$ cat config.mk
export PLATFORM = sky130hd
export DESIGN_NAME = qam_symbol_mapper
export DESIGN_NICKNAME = d
export VERILOG_FILES = /design/src/rtl/qam_symbol_mapper.sv
export SDC_FILE = /design/constraint.sdc
export NUM_CORES = 1
export LEC_CHECK = 0
export BUFFER_PORTS_ARGS = -buffer_cell sky130_fd_sc_hd__buf_2
export CAP_MARGIN = 25
export CORE_MARGIN = 2
export CORE_UTILIZATION = 47
export CTS_CLUSTER_SIZE = 16
export DETAILED_ROUTE_END_ITERATION = 8
export PLACE_DENSITY = 0.74
export SYNTH_ARGS = -nofsm -noshare
export SYNTH_HDL_FRONTEND = slang
export SYNTH_SLANG_ARGS = --single-unit
$ cat constraint.sdc
create_clock -name clk_in -period 2.15 [get_ports clk_in]
set_input_delay 0.3225 -clock clk_in [delete_from_list [all_inputs] [get_ports clk_in]]
set_output_delay 0.3225 -clock clk_in [all_outputs]
set_load 0.1 [all_outputs]
$ cat src/rtl/qam_symbol_mapper.sv
// -----------------------------------------------------------------------------
// qam_symbol_mapper
//
// Packs a serial bitstream into QPSK (2 bits) or 16QAM (4 bits) symbols and
// emits signed I/Q amplitude levels with a one-cycle symbol strobe. Everything
// runs on clk_in; bit pacing and symbol alignment arrive as single-cycle
// enable strobes, not as derived clocks.
//
// Optional feature macro: GRAY_MAP_EN
//   defined   : 16QAM pairs use the Gray map   00->-3U 01->-1U 11->+1U 10->+3U
//   undefined : 16QAM pairs use natural binary 00->-3U 01->-1U 10->+1U 11->+3U
//   QPSK mapping is the same in both builds.
//
// Parameters:
//   IQ_W      width of the signed I/Q outputs (two's complement)
//   QPSK_AMP  QPSK level magnitude, output is +/-QPSK_AMP
//   QAM_UNIT  16QAM unit step U, levels are +/-U and +/-3U
//
// Ports:
//   clk_in     in   1     system clock
//   rst        in   1     asynchronous reset, active-high
//   mod_type   in   1     0 = QPSK, 1 = 16QAM (latched on the first bit of a symbol)
//   bit_in     in   1     serial data bit, qualified by bit_valid
//   bit_valid  in   1     one-cycle strobe per bit, back-to-back allowed
//   sym_align  in   1     one-cycle strobe, drops any partial symbol
//   sym_i      out  IQ_W  signed in-phase level, held between symbols
//   sym_q      out  IQ_W  signed quadrature level, held between symbols
//   sym_bits   out  4     raw bits of the last symbol (QPSK uses [1:0])
//   sym_valid  out  1     one-cycle pulse when sym_i/sym_q/sym_bits update
//   busy       out  1     high while a partial symbol is held
//
// Handshake: bit_valid is a push-only strobe (no ready); each cycle with
// bit_valid high delivers exactly one bit. sym_valid is likewise a push-only
// strobe with no back-pressure; the sink must accept it in the cycle it is
// high, and the data outputs stay stable until the next strobe.
// -----------------------------------------------------------------------------
module qam_symbol_mapper #(
    parameter int IQ_W     = 8,
    parameter int QPSK_AMP = 91,
    parameter int QAM_UNIT = 32
) (
    input  logic                   clk_in,
    input  logic                   rst,
    input  logic                   mod_type,
    input  logic                   bit_in,
    input  logic                   bit_valid,
    input  logic                   sym_align,
    output logic signed [IQ_W-1:0] sym_i,
    output logic signed [IQ_W-1:0] sym_q,
    output logic [3:0]             sym_bits,
    output logic                   sym_valid,
    output logic                   busy
);

    // Amplitude levels, fixed at elaboration. Values are truncated to IQ_W;
    // choosing parameters that fit is the integrator's responsibility.
    localparam logic signed [IQ_W-1:0] QPSK_POS = IQ_W'(QPSK_AMP);
    localparam logic signed [IQ_W-1:0] QPSK_NEG = IQ_W'(-QPSK_AMP);
    localparam logic signed [IQ_W-1:0] QAM_P1   = IQ_W'(QAM_UNIT);
    localparam logic signed [IQ_W-1:0] QAM_M1   = IQ_W'(-QAM_UNIT);
    localparam logic signed [IQ_W-1:0] QAM_P3   = IQ_W'(3 * QAM_UNIT);
    localparam logic signed [IQ_W-1:0] QAM_M3   = IQ_W'(-3 * QAM_UNIT);

    localparam logic MODE_QPSK = 1'b0;
    localparam logic MODE_QAM  = 1'b1;

    // -------------------------------------------------------------------------
    // Level mapping helpers
    // -------------------------------------------------------------------------
    function automatic logic signed [IQ_W-1:0] qpsk_level(input logic b);
        return b ? QPSK_POS : QPSK_NEG;
    endfunction

    function automatic logic signed [IQ_W-1:0] qam_level(input logic [1:0] b);
        logic signed [IQ_W-1:0] lvl;
        lvl = QAM_M3;
`ifdef GRAY_MAP_EN
        case (b)
            2'b00:   lvl = QAM_M3;
            2'b01:   lvl = QAM_M1;
            2'b11:   lvl = QAM_P1;
            default: lvl = QAM_P3;   // 2'b10
        endcase
`else
        case (b)
            2'b00:   lvl = QAM_M3;
            2'b01:   lvl = QAM_M1;
            2'b10:   lvl = QAM_P1;
            default: lvl = QAM_P3;   // 2'b11
        endcase
`endif
        return lvl;
    endfunction

    // -------------------------------------------------------------------------
    // State
    // -------------------------------------------------------------------------
    logic       mode_q;     // modulation latched for the symbol in progress
    logic [1:0] cnt_q;      // bits already held for the current symbol
    logic [3:0] shreg_q;    // partial symbol, first bit ends up as MSB

    // -------------------------------------------------------------------------
    // Next-state logic
    // -------------------------------------------------------------------------
    logic                   mode_d;
    logic [1:0]             cnt_d;
    logic [3:0]             shreg_d;
    logic signed [IQ_W-1:0] sym_i_d;
    logic signed [IQ_W-1:0] sym_q_d;
    logic [3:0]             sym_bits_d;
    logic                   sym_done;

    // Align is applied before the incoming bit, so a bit arriving together
    // with sym_align is bit 0 of a fresh symbol.
    logic [1:0] cnt_base;
    logic [3:0] shreg_base;
    logic       mode_eff;
    logic [3:0] shifted;
    logic       last_bit;

    always_comb begin
        cnt_base   = sym_align ? 2'd0 : cnt_q;
        shreg_base = sym_align ? 4'd0 : shreg_q;

        // mod_type is only sampled on the first bit of a symbol; later
        // changes wait for the next symbol.
        mode_eff   = (cnt_base == 2'd0) ? mod_type : mode_q;
        shifted    = {shreg_base[2:0], bit_in};
        last_bit   = (mode_eff == MODE_QAM) ? (cnt_base == 2'd3)
                                            : (cnt_base == 2'd1);

        // Defaults: hold everything, only apply the align clear.
        mode_d     = mode_q;
        cnt_d      = cnt_base;
        shreg_d    = shreg_base;
        sym_i_d    = sym_i;
        sym_q_d    = sym_q;
        sym_bits_d = sym_bits;
        sym_done   = 1'b0;

        if (bit_valid) begin
            mode_d = mode_eff;
            if (last_bit) begin
                sym_done = 1'b1;
                cnt_d    = 2'd0;
                shreg_d  = 4'd0;
                if (mode_eff == MODE_QAM) begin
                    sym_i_d    = qam_level(shifted[3:2]);
                    sym_q_d    = qam_level(shifted[1:0]);
                    sym_bits_d = shifted;
                end else begin
                    sym_i_d    = qpsk_level(shifted[1]);
                    sym_q_d    = qpsk_level(shifted[0]);
                    sym_bits_d = {2'b00, shifted[1:0]};
                end
            end else begin
                cnt_d   = 2'(cnt_base + 2'd1);
                shreg_d = shifted;
            end
        end
    end

    // -------------------------------------------------------------------------
    // Registers
    // -------------------------------------------------------------------------
    always_ff @(posedge clk_in or posedge rst) begin
        if (rst) begin
            mode_q    <= MODE_QPSK;
            cnt_q     <= 2'd0;
            shreg_q   <= 4'd0;
            sym_i     <= '0;
            sym_q     <= '0;
            sym_bits  <= 4'd0;
            sym_valid <= 1'b0;
            busy      <= 1'b0;
        end else begin
            mode_q    <= mode_d;
            cnt_q     <= cnt_d;
            shreg_q   <= shreg_d;
            sym_i     <= sym_i_d;
            sym_q     <= sym_q_d;
            sym_bits  <= sym_bits_d;
            sym_valid <= sym_done;
            busy      <= (cnt_d != 2'd0);
        end
    end

endmodule

# [Yosys cells after proc, flatten, opt, wreduce, memory -nomap -nowiden]
# Cells that the tools add are included.
[word_totals] mem_bits_rw=0 register_bits=28 latchBits=0 out_inout_bits=22 rom_bits=0 memories=0 in_bits=6
[classes] n_mul=0 eq_ne=6 n_div=0 order_cmp=0 bitwise=0 muxes=17 n_reduce_logical=5 addsub=1 shifts=0
[ops] op="$pmux 8 s3" count=2
[ops] op="$mux 8" count=4
[ops] op="$mux 3" count=3
[ops] op="$eq 2x1->1 const B" count=3
[ops] op="$eq 2x2->1 const B" count=3
[ops] op="$logic_not 2->1" count=3
[ops] op="$mux 2" count=3
[ops] op="$mux 1" count=4
[ops] op="$mux 4" count=1
[ops] op="$add 2x1->2 const B" count=1
[ops] op="$reduce_and 2->1" count=1
[ops] op="$reduce_bool 2->1" count=1

# [Logic depth before layout (Yosys ltp)]
[logic_depth] ltp_word=7 depth_mapped=8 ltp_nobuf=8

# [Least setup slack after synthesis]
# OpenSTA, ideal clock, no wires.
[synth_path] kind="register to register" startpoint="register cnt_q[1]" endpoint="register sym_q[6]" stages_incl_launch_ff=9 slack_ns=0.133 arrival_ns=1.891 setup_ns=0.126 path_cell_list="dfrtp_1 > nor2b_1 > inv_1 > ha_1 > mux2_4 > xnor2_4 > nand2_4 > inv_2 > mux2_4"
[synth_via] elab_chain_cells=5 word_cells_on_any_way=8 cone_classes="eq/ne (2); mux (4); reduce/logical (2)"
[synth_lines] item="from (decl)" line="99" text="logic [1:0] cnt_q;"
[synth_lines] item="from (signal assigned)" line="178" text="cnt_q <= cnt_d;"
[synth_lines] item="$mux 2 *" line="122" text="cnt_base = sym_align ? 2'd0 : cnt_q;"
[synth_lines] item="$logic_not 2->1" line="127" text="mode_eff = (cnt_base == 2'd0) ? mod_type : mode_q;"
[synth_lines] item="$mux 1" line="127"
[synth_lines] item="$mux 1" line="129" text="last_bit = (mode_eff == MODE_QAM) ? (cnt_base == 2'd3)"
[synth_lines] item="$reduce_and 2->1 (no source line)"
[synth_lines] item="to (signal assigned)" line="181" text="sym_q <= sym_q_d;"
[synth_lines] item="to (decl)" line="49" text="output logic signed [IQ_W-1:0] sym_q,"
# Every way passes the cells marked *; elsewhere a longest branch is shown, timed or not.
# A chain may end at the register's enable or synchronous reset.

# [Worst setup path after layout]
# Same ends and word-level chain as after synthesis.

==> run summary <==
The final number of max-transition violations was 0. After floorplanning, the core was sized to cover 2430 µm². The top cell types in the final layout, fill and taps aside, are sky130_fd_sc_hd__buf_2, sky130_fd_sc_hd__dfrtp_1, sky130_fd_sc_hd__a21oi_1, sky130_fd_sc_hd__nand2_1, sky130_fd_sc_hd__nor2_1.

Summed over its instances, the top area cell type makes up 48.5% of the synthesized netlist area. The worst-skew pair later-pin latency is 0.32 ns. The die covers 2940 µm². After detailed routing, the number of vias per cell comes to 5.51.

The signal on the critical path passes through nor2b_1, inv_1, ha_1, mux2_4, xnor2_4, nand2_4, inv_2, mux2_4. Wires add up to 2550 µm. The run gives 0 as the number of antenna violations at the first check in global routing. The worst slew margin relative to its limit came out at 42.1%.

Routability-driven placement finished with a final weighted congestion of 0.807. For the pin with the worst max-slew slack, the measured transition is 0.867 ns. After clock tree synthesis, the repair step resized 0 gates. For this block, the via count after detailed routing is 953. The floorplan die width came out at 54.2 µm. By area the synthesized netlist is led by sky130_fd_sc_hd__dfrtp_1, sky130_fd_sc_hd__mux2_4, sky130_fd_sc_hd__a21oi_1. In the final routed layout, each cell accounts on average for 14.7 µm.

TritonCTS built the clock tree. The Yosys step of the flow raised 0 warnings. The number of buffers inserted by hold repair at cts is 0. For the required time of the critical path, the log shows 2.37 ns.

The tightest min-delay check is of the input pin to async pin type. The run gives 2 as the deepest clock path buffer count. By startpoint and endpoint, the worst setup path is classified as flop to flop.

The worst setup path is captured at a flop. Setup violations remaining at the end of the flow were counted as 0. The final critical path takes up 92.0% of the cycle. The leading cell type in the layout, fill and taps excluded was sky130_fd_sc_hd__buf_2.

The leading area contributor after synthesis is sky130_fd_sc_hd__dfrtp_1. 28 I/O pins were placed. The logs give 120 µm for the detailed-routed wire length on met3 and 1250 µm for the amount of wire on met2 after detailed routing. The most repeated library cell on the critical path is sky130_fd_sc_hd__mux2_4. The clock-pin slew reported for the worst setup and hold paths after clock tree synthesis is 0.13 ns. In this run the critical register-to-register path is launched from cnt_q[1]$_DFF_PP0_.

The first-pass detailed-route iteration total was 4; the sequential fraction of the synthesis area was 48.5%. Number of maximum-capacitance constraint violations: 0. The worst-case reg-to-reg path depth was 8. After routing, the total negative slack on setup checks comes to 0 ns. Clock skew on the completed layout was measured at 0.00280 ns.

The net count of the finished layout is 151. The worst register-to-register path has a setup slack of 0.17 ns. Number of global-route vias before repair: 908. After synthesis the cells add up to 1190 µm². In this run the core area contains 18 standard-cell rows. Setup repair after global routing left no endpoint under its margin. In this run the worst path has a maximum fanout of 10. Count of buffers from port buffering: 27. STA classifies the critical path startpoint as a flop. For this run the aggregate overflow at the end of global routing stands at 0. The smallest clock period supported by the final layout is computed as 1.98 ns.

Each instance of the synthesized netlist takes up on average 10.1 µm². The combined global-route utilization of all metal layers is 20.5%, and the antenna diode count is 0. The flow ran to the end, and the final reports show no timing, DRC or antenna violations. The first-pass GRT wire length was 4230 µm; the layout overhead on the synthesized area was 15.0%. At the worst endpoint, the arrival time is 2.20 ns. The number of instances in the synthesized netlist is 117. On the worst path, the slowest cell contributes a delay of 0.39 ns.

The run gives 0 as the number of remaining DRC errors. Buffer cell driving the clock tree root: sky130_fd_sc_hd__clkbuf_4. Post-CTS timing repair inserted 0 buffers for setup. In this run, the number of DRC markers left after iteration 0 of detailed routing was 14. The worst register-to-register path ends at sym_q[6]$_DFFE_PP0P_. Cells with a size suffix above 1 make up 30.8% of the layout.

The tree built by TritonCTS fans out to 23 sinks. Entering global routing, the biggest net connects 24 pins. The tools report the hold violation count in the final report as 0. Counting flops and latches in the post-synthesis netlist gives 23. Once detailed placement completed, the half-perimeter wirelength came to 1850 µm. The number of nets produced by synthesis is 124.

The highest achievable clock rate came out at 506 MHz. The top routing layer in use was met4. The detailed router put a total of 1130 µm of wire on met1. The detail route stage leaves a number of antenna-violating nets equal to 0.

Chip height: 54.2 µm. For the count of cell types in the netlist, the log shows 38. Buffers inserted during clock tree synthesis total 3.

The run gives 48.8% as the initial cell density of the core. Worst-path cell with the longest stage delay: sky130_fd_sc_hd__mux2_4. The tools report the number of H-tree levels as 1.
## how the worst max path moves through the flow
stage	from	to	slack, ns	cells past startpoint
after floorplan	cnt_q[1]$_DFF_PP0_	sym_q[6]$_DFFE_PP0P_	0.13	8
after global placement	sym_align	sym_q[6]$_DFFE_PP0P_	0.12	9
after detailed placement	sym_align	sym_q[6]$_DFFE_PP0P_	0.03	9
after CTS	cnt_q[1]$_DFF_PP0_	sym_q[6]$_DFFE_PP0P_	0.16	8
after global routing	cnt_q[0]$_DFF_PP0_	sym_q[6]$_DFFE_PP0P_	0.07	7
final	cnt_q[1]$_DFF_PP0_	sym_q[6]$_DFFE_PP0P_	0.17	8
## worst max-delay path, delay by kind of cell (launching register included)
kind          cells  cell delay [ns]
mux               2             0.68
flops             1             0.36
simple gates      2             0.28
fa+ha+maj         1             0.22
xor+xnor          1             0.20
buf+inv           2             0.14
## layer usage
layer	GRT usage (%)	vias to the layer above
li1	-	466
met1	26.1	450
met2	33.9	32
met3	3.28	5
met4	10.0	0
met5	0	-
## cell families after synthesis
group	Yosys count	share of synthesized area (%)
flops	23	48.5
buf+inv	14	6.22
compound gates	36	19.9
fa+ha+maj	1	1.05
xor+xnor	2	3.06
mux	5	6.22
simple gates	36	15.0
## state kept, by name, summed over array words and instances, names as in the netlist
signal and count:
busy 1, cnt_q 2, mode_q 1, shreg_q 3
sym_bits 4, sym_i 6, sym_q 5, sym_valid 1
## synthesized netlist by cell type (all sizes together)
cell and count:
a21o 1, a21oi 11, a221oi 1, a22o 5, a22oi 2, a31oi 1
a32o 1, and3b 1, buf 8, clkbuf 2, dfrtp 23, ha 1
inv 4, mux2 4, mux2i 1, nand2 12, nand2b 3, nand3 1
nand3b 1, nor2 11, nor2b 2, nor3 3, nor3b 1, nor4 1
o21a 1, o21ai 7, o221ai 1, o22a 2, o22ai 2, o32ai 1
xnor2 2
## stage by stage
step / util, % / std cells / setup slack, ns / instance area (µm²) / hold slack (ns)
final: 56.1 / 173 / 0.172 / 1360 / 0.159
after global routing: 56.1 / 173 / 0.0706 / 1360 / 0.242
after CTS: 56.1 / 173 / 0.156 / 1360 / 0.196
after detailed placement: 55.0 / 169 / 0.0280 / 1340 / 0.495
after global placement: 55.0 / 169 / 0.125 / 1340 / 0.493
after floorplan: - / 117 / 0.133 / 1190 / 0.324
## cell type report
| class | instances | area [µm²] |
|---|---|---|
| clock buffers | 4 | 26.3 |
| fillers | 223 | 1070 |
| inverters | 4 | 15.0 |
| multi-input cells | 80 | 537 |
| flip-flops and latches | 23 | 576 |
| well taps | 30 | 37.5 |
| repair buffers | 32 | 173 |
Power is not shown: default switching activity piles up to over one toggle a cycle in this logic, so the estimate is an artifact.
